$ cat src/rtl/vertex_fetch_if.sv
// rtl/vertex_fetch_if.sv - vertex RAM and vertex shader signals of vertex_fetch
interface vertex_fetch_if #(
  parameter int DATAWIDTH = 24,
  parameter int ADDRWIDTH = 12
);
  logic [ADDRWIDTH-1:0]           o_vram_addr;
  logic                           o_vram_re;
  logic [2:0][DATAWIDTH-1:0]      i_vram_data;
  logic                           i_enable;
  logic                           i_vs_ready;
  logic                           i_vs_finished;
  logic [3:0][3:0][DATAWIDTH-1:0] o_mvp_mat;
  logic                           o_mvp_dv;
  logic [2:0][DATAWIDTH-1:0]      o_vertex;
  logic                           o_vertex_dv;
  logic                           o_vertex_last;

  modport master (
    output o_vram_addr, o_vram_re, o_mvp_mat, o_mvp_dv,
           o_vertex, o_vertex_dv, o_vertex_last,
    input  i_vram_data, i_enable, i_vs_ready, i_vs_finished
  );

  modport slave (
    input  o_vram_addr, o_vram_re, o_mvp_mat, o_mvp_dv,
           o_vertex, o_vertex_dv, o_vertex_last,
    output i_vram_data, i_enable, i_vs_ready, i_vs_finished
  );
endinterface

$ cat src/rtl/vertex_fetch.sv
// rtl/vertex_fetch.sv - pushes an MVP matrix then streams N vertices from RAM to the vertex shader
module vertex_fetch #(
  parameter int DATAWIDTH = 24,
  parameter int ADDRWIDTH = 12
) (
  input  logic                           clk,
  input  logic                           rstn,
  input  logic                           i_start,
  input  logic [ADDRWIDTH-1:0]           i_num_vertices,
  input  logic [3:0][3:0][DATAWIDTH-1:0] i_mvp_mat,
  output logic                           o_busy,
  output logic                           o_done,
  vertex_fetch_if.master                 vs
);

  typedef enum logic [2:0] {
    IDLE,
    LOAD_MVP,
    WAIT_READY,
    FETCH,
    DRAIN,
    WAIT_FIN,
    DONE
  } state_t;

  state_t                         state_q, state_d;
  logic [ADDRWIDTH-1:0]           num_q, num_d;
  logic [ADDRWIDTH-1:0]           rd_addr_q, rd_addr_d;
  logic [3:0][3:0][DATAWIDTH-1:0] mvp_q, mvp_d;
  logic                           pending_q, pending_d;
  logic                           last_q, last_d;
  logic                           re;
  logic                           last_issue;

  always_ff @(posedge clk) begin
    if (!rstn) begin
      state_q   <= IDLE;
      num_q     <= '0;
      rd_addr_q <= '0;
      mvp_q     <= '0;
      pending_q <= 1'b0;
      last_q    <= 1'b0;
    end else begin
      state_q   <= state_d;
      num_q     <= num_d;
      rd_addr_q <= rd_addr_d;
      mvp_q     <= mvp_d;
      pending_q <= pending_d;
      last_q    <= last_d;
    end
  end

  assign last_issue = (rd_addr_q == num_q - ADDRWIDTH'(1));

  // pending/last form the output stage; they only advance while the pipe is enabled
  always_comb begin
    state_d   = state_q;
    num_d     = num_q;
    rd_addr_d = rd_addr_q;
    mvp_d     = mvp_q;
    pending_d = pending_q;
    last_d    = last_q;
    re        = 1'b0;
    case (state_q)
      IDLE: begin
        if (i_start) begin
          num_d     = i_num_vertices;
          mvp_d     = i_mvp_mat;
          rd_addr_d = '0;
          pending_d = 1'b0;
          last_d    = 1'b0;
          state_d   = (i_num_vertices == '0) ? DONE : LOAD_MVP;
        end
      end
      LOAD_MVP: state_d = WAIT_READY;
      WAIT_READY: begin
        if (vs.i_vs_ready) state_d = FETCH;
      end
      FETCH: begin
        if (vs.i_enable) begin
          re        = 1'b1;
          rd_addr_d = rd_addr_q + ADDRWIDTH'(1);
          pending_d = 1'b1;
          last_d    = last_issue;
          if (last_issue) state_d = DRAIN;
        end
      end
      DRAIN: begin
        if (vs.i_enable) begin
          pending_d = 1'b0;
          last_d    = 1'b0;
          state_d   = WAIT_FIN;
        end
      end
      WAIT_FIN: begin
        if (vs.i_vs_finished) state_d = DONE;
      end
      DONE:    state_d = IDLE;
      default: state_d = IDLE;
    endcase
  end

  assign o_busy           = (state_q != IDLE);
  assign o_done           = (state_q == DONE);
  assign vs.o_mvp_dv      = (state_q == LOAD_MVP);
  assign vs.o_mvp_mat     = mvp_q;
  assign vs.o_vram_re     = re;
  assign vs.o_vram_addr   = rd_addr_q;
  assign vs.o_vertex      = vs.i_vram_data;
  assign vs.o_vertex_dv   = pending_q;
  assign vs.o_vertex_last = last_q;

endmodule

$ cat src/flat_wrapper.sv
// flat-port wrapper written by rule: the top's interface ports become plain ports
module vertex_fetch_flat 
#(
  parameter int DATAWIDTH = 24,
  parameter int ADDRWIDTH = 12
)
  (clk, rstn, i_start, i_num_vertices, i_mvp_mat, o_busy, o_done, vs_o_vram_addr, vs_o_vram_re, vs_o_mvp_mat, vs_o_mvp_dv, vs_o_vertex, vs_o_vertex_dv, vs_o_vertex_last, vs_i_vram_data, vs_i_enable, vs_i_vs_ready, vs_i_vs_finished);
  vertex_fetch_if #(.DATAWIDTH(DATAWIDTH), .ADDRWIDTH(ADDRWIDTH)) vs_i ();
  input  logic clk;
  input  logic rstn;
  input  logic i_start;
  input  logic [ADDRWIDTH-1:0] i_num_vertices;
  input  logic [3:0][3:0][DATAWIDTH-1:0] i_mvp_mat;
  output logic o_busy;
  output logic o_done;
  output wire logic [$bits(vs_i.o_vram_addr)-1:0] vs_o_vram_addr;
  output wire logic [$bits(vs_i.o_vram_re)-1:0] vs_o_vram_re;
  output wire logic [$bits(vs_i.o_mvp_mat)-1:0] vs_o_mvp_mat;
  output wire logic [$bits(vs_i.o_mvp_dv)-1:0] vs_o_mvp_dv;
  output wire logic [$bits(vs_i.o_vertex)-1:0] vs_o_vertex;
  output wire logic [$bits(vs_i.o_vertex_dv)-1:0] vs_o_vertex_dv;
  output wire logic [$bits(vs_i.o_vertex_last)-1:0] vs_o_vertex_last;
  input wire logic [$bits(vs_i.i_vram_data)-1:0] vs_i_vram_data;
  input wire logic [$bits(vs_i.i_enable)-1:0] vs_i_enable;
  input wire logic [$bits(vs_i.i_vs_ready)-1:0] vs_i_vs_ready;
  input wire logic [$bits(vs_i.i_vs_finished)-1:0] vs_i_vs_finished;
  assign vs_o_vram_addr = vs_i.o_vram_addr;
  assign vs_o_vram_re = vs_i.o_vram_re;
  assign vs_o_mvp_mat = vs_i.o_mvp_mat;
  assign vs_o_mvp_dv = vs_i.o_mvp_dv;
  assign vs_o_vertex = vs_i.o_vertex;
  assign vs_o_vertex_dv = vs_i.o_vertex_dv;
  assign vs_o_vertex_last = vs_i.o_vertex_last;
  assign vs_i.i_vram_data = vs_i_vram_data;
  assign vs_i.i_enable = vs_i_enable;
  assign vs_i.i_vs_ready = vs_i_vs_ready;
  assign vs_i.i_vs_finished = vs_i_vs_finished;
  vertex_fetch #(.DATAWIDTH(DATAWIDTH), .ADDRWIDTH(ADDRWIDTH)) u_core (.clk(clk), .rstn(rstn), .i_start(i_start), .i_num_vertices(i_num_vertices), .i_mvp_mat(i_mvp_mat), .o_busy(o_busy), .o_done(o_done), .vs(vs_i));
endmodule
$ cat config.mk
export PLATFORM = sky130hd
export DESIGN_NAME = vertex_fetch_flat
export DESIGN_NICKNAME = d
export VERILOG_FILES = /design/src/rtl/vertex_fetch_if.sv /design/src/rtl/vertex_fetch.sv /design/src/flat_wrapper.sv
export SDC_FILE = /design/constraint.sdc
export NUM_CORES = 1
export LEC_CHECK = 0
export BUFFER_PORTS_ARGS = -buffer_cell sky130_fd_sc_hd__buf_4
export CAP_MARGIN = 10
export CORE_AREA = 2 2 370 372
export CTS_CLUSTER_SIZE = 24
export DETAILED_ROUTE_END_ITERATION = 6
export DIE_AREA = 0 0 372 374
export SLEW_MARGIN = 30
export SYNTH_ARGS = -nofsm -noshare
export SYNTH_HDL_FRONTEND = slang
export SYNTH_SLANG_ARGS = --single-unit
$ cat constraint.sdc
create_clock -name clk -period 2.6 [get_ports clk]
set_input_delay 0.13 -clock clk [delete_from_list [all_inputs] [get_ports clk]]
set_output_delay 0.13 -clock clk [all_outputs]
set_load 0.02 [all_outputs]
Word level (Yosys, flattened, before mapping)
Index checks and enable logic that the tools add are counted.
{"block": "totals", "output_inout_bits": 474, "register_bits": 413}
{"block": "classes", "reduce_logical": 9, "n_mux": 19, "addsub": 2, "eq_ne": 13}
{"operator": "two-way mux 12 bit", "count": 2}
{"operator": "one-hot mux 12 bit (2 select lines)", "count": 1}
{"operator": "two-way mux 3 bit", "count": 7}
{"operator": "one-hot mux 3 bit (6 select lines)", "count": 1}
{"operator": "adder 12 x 1 -> 12 bit, second input constant", "count": 1}
{"operator": "equality test 12 bit", "count": 1}
{"operator": "zero test 12 bit", "count": 1}
{"operator": "subtractor 12 x 1 -> 12 bit, second input constant", "count": 1}
{"operator": "inequality test 2 bit, second input constant", "count": 5}
{"operator": "equality test 3 bit, second input constant", "count": 3}
{"operator": "equality test 3 x 2 -> 1 bit, second input constant", "count": 2}
{"operator": "two-way mux 1 bit", "count": 6}
{"operator": "one-hot mux 1 bit (3 select lines)", "count": 2}
{"operator": "AND reduction 6 bit", "count": 1}
{"operator": "nonzero test 3 bit", "count": 2}
{"operator": "AND reduction 4 bit", "count": 1}
{"operator": "equality test 3 x 1 -> 1 bit, second input constant", "count": 1}
{"operator": "zero test 3 bit", "count": 1}
{"operator": "AND reduction 3 bit", "count": 1}
{"operator": "inequality test 2 x 1 -> 1 bit, second input constant", "count": 1}
{"operator": "AND reduction 2 bit", "count": 1}
{"operator": "nonzero test 2 bit", "count": 1}

Depth between registers and ports, before layout
{"block": "depth", "word_depth": 5, "ltp_mapped": 9, "mapped_depth_nobuf": 9}

Worst setup path before layout
OpenSTA, ideal clock, no wires.
{"block": "synth_path", "path_kind": "register to register", "from": "reg u_core.num_q[0]", "to": "reg u_core.last_q, in the netlist u_core.vs.o_vertex_last", "stages_incl_launch_ff": 10, "path_slack_ns": 0.298, "synth_period_minus_slack_ns": 2.302, "setup_ns": 0.066, "arrival_ns": 2.236, "cell_sequence": "dfxtp_1 -> inv_1 -> ha_1 -> or3b_4 -> or3_1 -> a21o_1 -> a32oi_1 -> nand4b_1 -> or3_4 -> a21boi_2"}
{"block": "synth_via", "elab_chain_len": 4}
{"item": "from (decl)", "line_no": "vertex_fetch.sv:27", "text": "logic [ADDRWIDTH-1:0] num_q, num_d;"}
{"item": "from (signal assigned)", "line_no": "vertex_fetch.sv:45", "text": "num_q <= num_d;"}
{"item": "subtractor 12 x 1 -> 12 bit", "line_no": "vertex_fetch.sv:53", "text": "assign last_issue = (rd_addr_q == num_q - ADDRWIDTH'(1));"}
{"item": "equality test 12 bit", "line_no": "vertex_fetch.sv:53"}
{"item": "two-way mux 1 bit", "line_no": "vertex_fetch.sv:80", "text": "if (vs.i_enable) begin"}
{"item": "one-hot mux 1 bit (3 select lines)", "line_no": "vertex_fetch.sv:64", "text": "case (state_q)"}
{"item": "to (signal assigned)", "line_no": "vertex_fetch.sv:49", "text": "last_q <= last_d;"}
{"item": "to (decl)", "line_no": "vertex_fetch.sv:31", "text": "logic last_q, last_d;"}
Every way passes these cells. The select of a mux whose other input is x is not followed.
A chain may end at the register's enable or synchronous reset.

Worst setup path in the final report
{"block": "layout_path", "from": "reg u_core.num_q[0]", "to": "reg u_core.state_q[2]"}
{"block": "layout_via", "elab_chain_len": 4}
{"item": "subtractor 12 x 1 -> 12 bit", "line_no": "vertex_fetch.sv:53"}
{"item": "equality test 12 bit", "line_no": "vertex_fetch.sv:53"}
{"item": "inequality test 2 x 1 -> 1 bit (no source line)"}
{"item": "AND reduction 6 bit (no source line)"}
{"item": "to (signal assigned)", "line_no": "vertex_fetch.sv:44", "text": "state_q <= state_d;"}
{"item": "to (decl)", "line_no": "vertex_fetch.sv:26", "text": "state_t state_q, state_d;"}
Every way passes these cells.

==> qor.csv <==
stage,metric,value,unit
drt,initialDrtViolationCount,938,
logic_synthesis,count_of_flip_flops_with_a_built_in_enable_after_synthesis,0,
final_layout,post_layout_nonfiller_instances,4973,
timing,fin_setup_tns,0,ns
logic_synthesis,yosys.area.top_type_share,50.83,%
drt,1st_pass_router_iterations,5,
worst_setup_path,end_kind,flip-flop,
cts,htree_num_levels,2,
logic_synthesis,synthesis.yosys.warnings,0,
final_layout,post_layout_inst_area,30530,µm²
timing,worst_slew_pin_slew,0.5892,ns
placed_design,pre_cts_ws,0.2005,ns
placed_design,dp.final_hpwl,59790,µm
logic_synthesis,syn_inst,1976,
cts,cts.clk_slew.worst_paths,0.06,ns
placed_design,place_inst,4404,
timing,part_of_the_cycle_the_worst_path_needs,93.60,%
cts,clock_latency,0.64,ns
drt,route.detailed.vias_per_inst,3.560,
worst_setup_path,critical_path_arrival,2.98,ns
floorplanning,io_pins,948,
timing,final_period_minus_worst_setup_slack,2.434,ns
grt,grtUsageTotal,10.80,%
worst_setup_path,worst-r2r-setup-slack,0.17,ns
worst_setup_path,critical_path.max_fanout,6,
logic_synthesis,ys_async_sr_fraction,0,%
timing,report.final.slew_viol_count,0,
logic_synthesis,yosys.area.top_type,sky130_fd_sc_hd__dfxtp_1,
placed_design,gp_routability_congestion,0.9351,
drt,detail_route.drc_violations,0,
logic_synthesis,synth_area_per_cell,8.231,µm²
power_and_ir_drop,power.ir.vdd_worst,0.4625,mV
timing,setup_repair_after_global_routing_missed_its_margin,no,
worst_setup_path,worstReg2RegStart,u_core.num_q[0],
floorplanning,core_area,135000,µm²
timing,max_clock_freq,410.9,MHz
cts,cts_sinks,413,
placed_design,numPortBuffers,803,
power_and_ir_drop,cellLeakagePower,0.01289,µW
floorplanning,die_area,139100,µm²
logic_synthesis,ys_types,46,
final_layout,finish.net_count,3622,
power_and_ir_drop,power_per_cell_area,791.1,nW/µm²
logic_synthesis,netlist_area,16260,µm²
final_layout,syn_to_layout_area_delta,87.71,%
logic_synthesis,synth.top_cells.by_area,"sky130_fd_sc_hd__dfxtp_1 (51%), sky130_fd_sc_hd__nand2_1 (19%), sky130_fd_sc_hd__a21boi_0 (18%)",
run_status,outcome,"complete, no violations",
logic_synthesis,synthFlopType,sky130_fd_sc_hd__dfxtp_1,
worst_setup_path,critPathLaunchType,flip-flop,
logic_synthesis,synthesis.nets,2452,
floorplanning,floorplan.initialDensity,12.05,%
cts,tritoncts,built,
timing,max-slew-margin-rel,60.36,%
logic_synthesis,synth_seq_cells,413,
logic_synthesis,yosys-top-cells-count,"sky130_fd_sc_hd__nand2_1 (810), sky130_fd_sc_hd__dfxtp_1 (413), sky130_fd_sc_hd__a21boi_0 (399), sky130_fd_sc_hd__clkbuf_1 (135), sky130_fd_sc_hd__buf_4 (72)",
floorplanning,num_rows,135,
grt,grt_pass1_wl,113100,µm
worst_setup_path,required,3.15,ns
worst_setup_path,worstSetupPathType,reg -> reg,
worst_hold_path,min_path_cells,4,
timing,finalSetupViolations,0,
logic_synthesis,sequential_element_share_of_the_synthesized_area,50.83,%
drt,drt-total-wl,79910,µm
grt,globalRoute.totalOverflow,0,
floorplanning,die_w,372,µm
run,max-cap-violations,0,
drt,vias,17704,
timing,final_critical_path_setup_slack,0.1663,ns
placed_design,placed_area,24060,µm²
cts,root_buf_cell,sky130_fd_sc_hd__clkbuf_16,
grt,first_global_vias,17801,
timing,finalClockSkew,0.03085,ns
worst_hold_path,hold_class,in -> reg,
logic_synthesis,synth.most_common_cell,sky130_fd_sc_hd__nand2_1,
cts,cts_made_buffers,52,
grt,antenna_found_initial,14,
worst_hold_path,min_delay_worst_endpoint,u_core.vs.o_mvp_mat[252],
timing,hold_viol,0,
floorplanning,dieHeight,374,µm
drt,drtAntennaViolNets,0,
worst_setup_path,reg2reg_depth,9,
grt,grt_max_degree,106,
final_layout,layout_cells_sized_above_1,30.16,%
drt,drt-wirelength-per-cell,16.07,µm
cts,ctsLongestPathBuffers,3,
worst_hold_path,hold_path.startpoint,i_start,
worst_setup_path,reg2reg_to,u_core.state_q[2],
## flip-flops by register name (all words and copies together) (netlist names)
register and cells:
u_core.state_q 3, u_core.vs.o_vram_addr 12, u_core.num_q 12, u_core.vs.o_vertex_dv 1, u_core.vs.o_vertex_last 1, u_core.vs.o_mvp_mat 384
## worst max path at each step
stage                      startpoint                       end  slack [ns]  cells past startpoint
CTS                 u_core.state_q[0]  u_core.vs.o_mvp_mat[156]        0.03                      8
finish                u_core.num_q[0]         u_core.state_q[2]        0.17                      9
global placement      u_core.num_q[0]         u_core.state_q[2]        0.15                      9
global route          u_core.num_q[0]   u_core.vs.o_vertex_last        0.05                      9
floorplan             u_core.num_q[0]   u_core.vs.o_vertex_last        0.30                      9
detailed placement    u_core.num_q[0]         u_core.state_q[2]        0.20                      9
## power breakdown
| part | leakage [µW] | switching (µW) | internal [µW] | total, µW |
|---|---|---|---|---|
| clock | 0.000834 | 3030 | 4270 | 7300 |
| combinational | 0.00867 | 5090 | 3680 | 8770 |
| sequential | 0.00338 | 658 | 7420 | 8080 |
| total | 0.0129 | 8780 | 15400 | 24200 |
## final cells by class
class                   count  area, µm²
clock buffers              73       1480
inverters                   9      33.78
well taps                1781       2228
clock inverters            21      231.5
flip-flops and latches    413       8270
diodes                      6      15.01
multi-input cells        1342       6915
fillers                 14513     104400
repair buffers           1328      11360
## cell usage in the layout, fill, tap and decap left out, types with 3 or more instances in the layout
cell type	n
sky130_fd_sc_hd__dlygate4sd3_1	463
sky130_fd_sc_hd__o21ai_0	16
sky130_fd_sc_hd__bufinv_16	3
sky130_fd_sc_hd__xor2_1	7
sky130_fd_sc_hd__diode_2	6
sky130_fd_sc_hd__o2111ai_1	3
sky130_fd_sc_hd__dfxtp_1	411
sky130_fd_sc_hd__clkinv_2	8
sky130_fd_sc_hd__and3_1	6
sky130_fd_sc_hd__buf_4	848
sky130_fd_sc_hd__and2_1	3
sky130_fd_sc_hd__clkbuf_16	53
sky130_fd_sc_hd__or3_1	6
sky130_fd_sc_hd__inv_1	9
sky130_fd_sc_hd__clkbuf_8	10
sky130_fd_sc_hd__nor4_1	5
sky130_fd_sc_hd__clkbuf_1	11
sky130_fd_sc_hd__xnor2_1	6
sky130_fd_sc_hd__nand3_1	8
sky130_fd_sc_hd__clkinvlp_4	4
sky130_fd_sc_hd__nor2_1	17
sky130_fd_sc_hd__buf_12	13
sky130_fd_sc_hd__nand2_1	809
sky130_fd_sc_hd__nor3_1	7
sky130_fd_sc_hd__a21oi_1	12
sky130_fd_sc_hd__a31oi_1	3
sky130_fd_sc_hd__a21boi_0	398
## layer usage
metal  vias up  track usage [%]  wire length, µm
met3       152            4.301             7759
met4         8            4.854             3475
li1       8682                -                -
met1      8228            12.93            33800
met5         -                0               48
met2       634            16.88            34830
## critical path, stage by stage, from the launching register on
cell	delay [ns]
sky130_fd_sc_hd__dfxtp_1	0.35
sky130_fd_sc_hd__inv_1	0.07
sky130_fd_sc_hd__ha_1	0.15
sky130_fd_sc_hd__or3b_4	0.39
sky130_fd_sc_hd__or3_1	0.36
sky130_fd_sc_hd__a21o_1	0.19
sky130_fd_sc_hd__a32oi_1	0.17
sky130_fd_sc_hd__nand4b_1	0.18
sky130_fd_sc_hd__or3_4	0.39
sky130_fd_sc_hd__a21boi_2	0.11
## through the flow
stage               hold slack (ns)  util [%]  power (µW)
floorplan                    0.2749         -       12160
global placement             0.2601     17.83       16010
detailed placement           0.2601     17.83       16080
CTS                         0.01098     22.53       24320
global route                0.05307     22.62       25500
finish                      0.06876     22.62       24150
## cells by family after synthesis
logic type      after synthesis  share of synthesized area, %
simple gates                877                         21.03
buf+inv                     221                         6.793
xor+xnor                     13                        0.7001
compound gates              447                         20.29
mux                           3                        0.1923
flops                       413                         50.83
fa+ha+maj                     2                        0.1538
## repair_timing
action                     CTS  global route
hold endpoints to repair   396             0
hold buffers               463             0
gates resized for setup      0             7
setup endpoints to repair    0            59
buffers inserted             0             6
No activity file was read; power rests on OpenSTA's default activity.
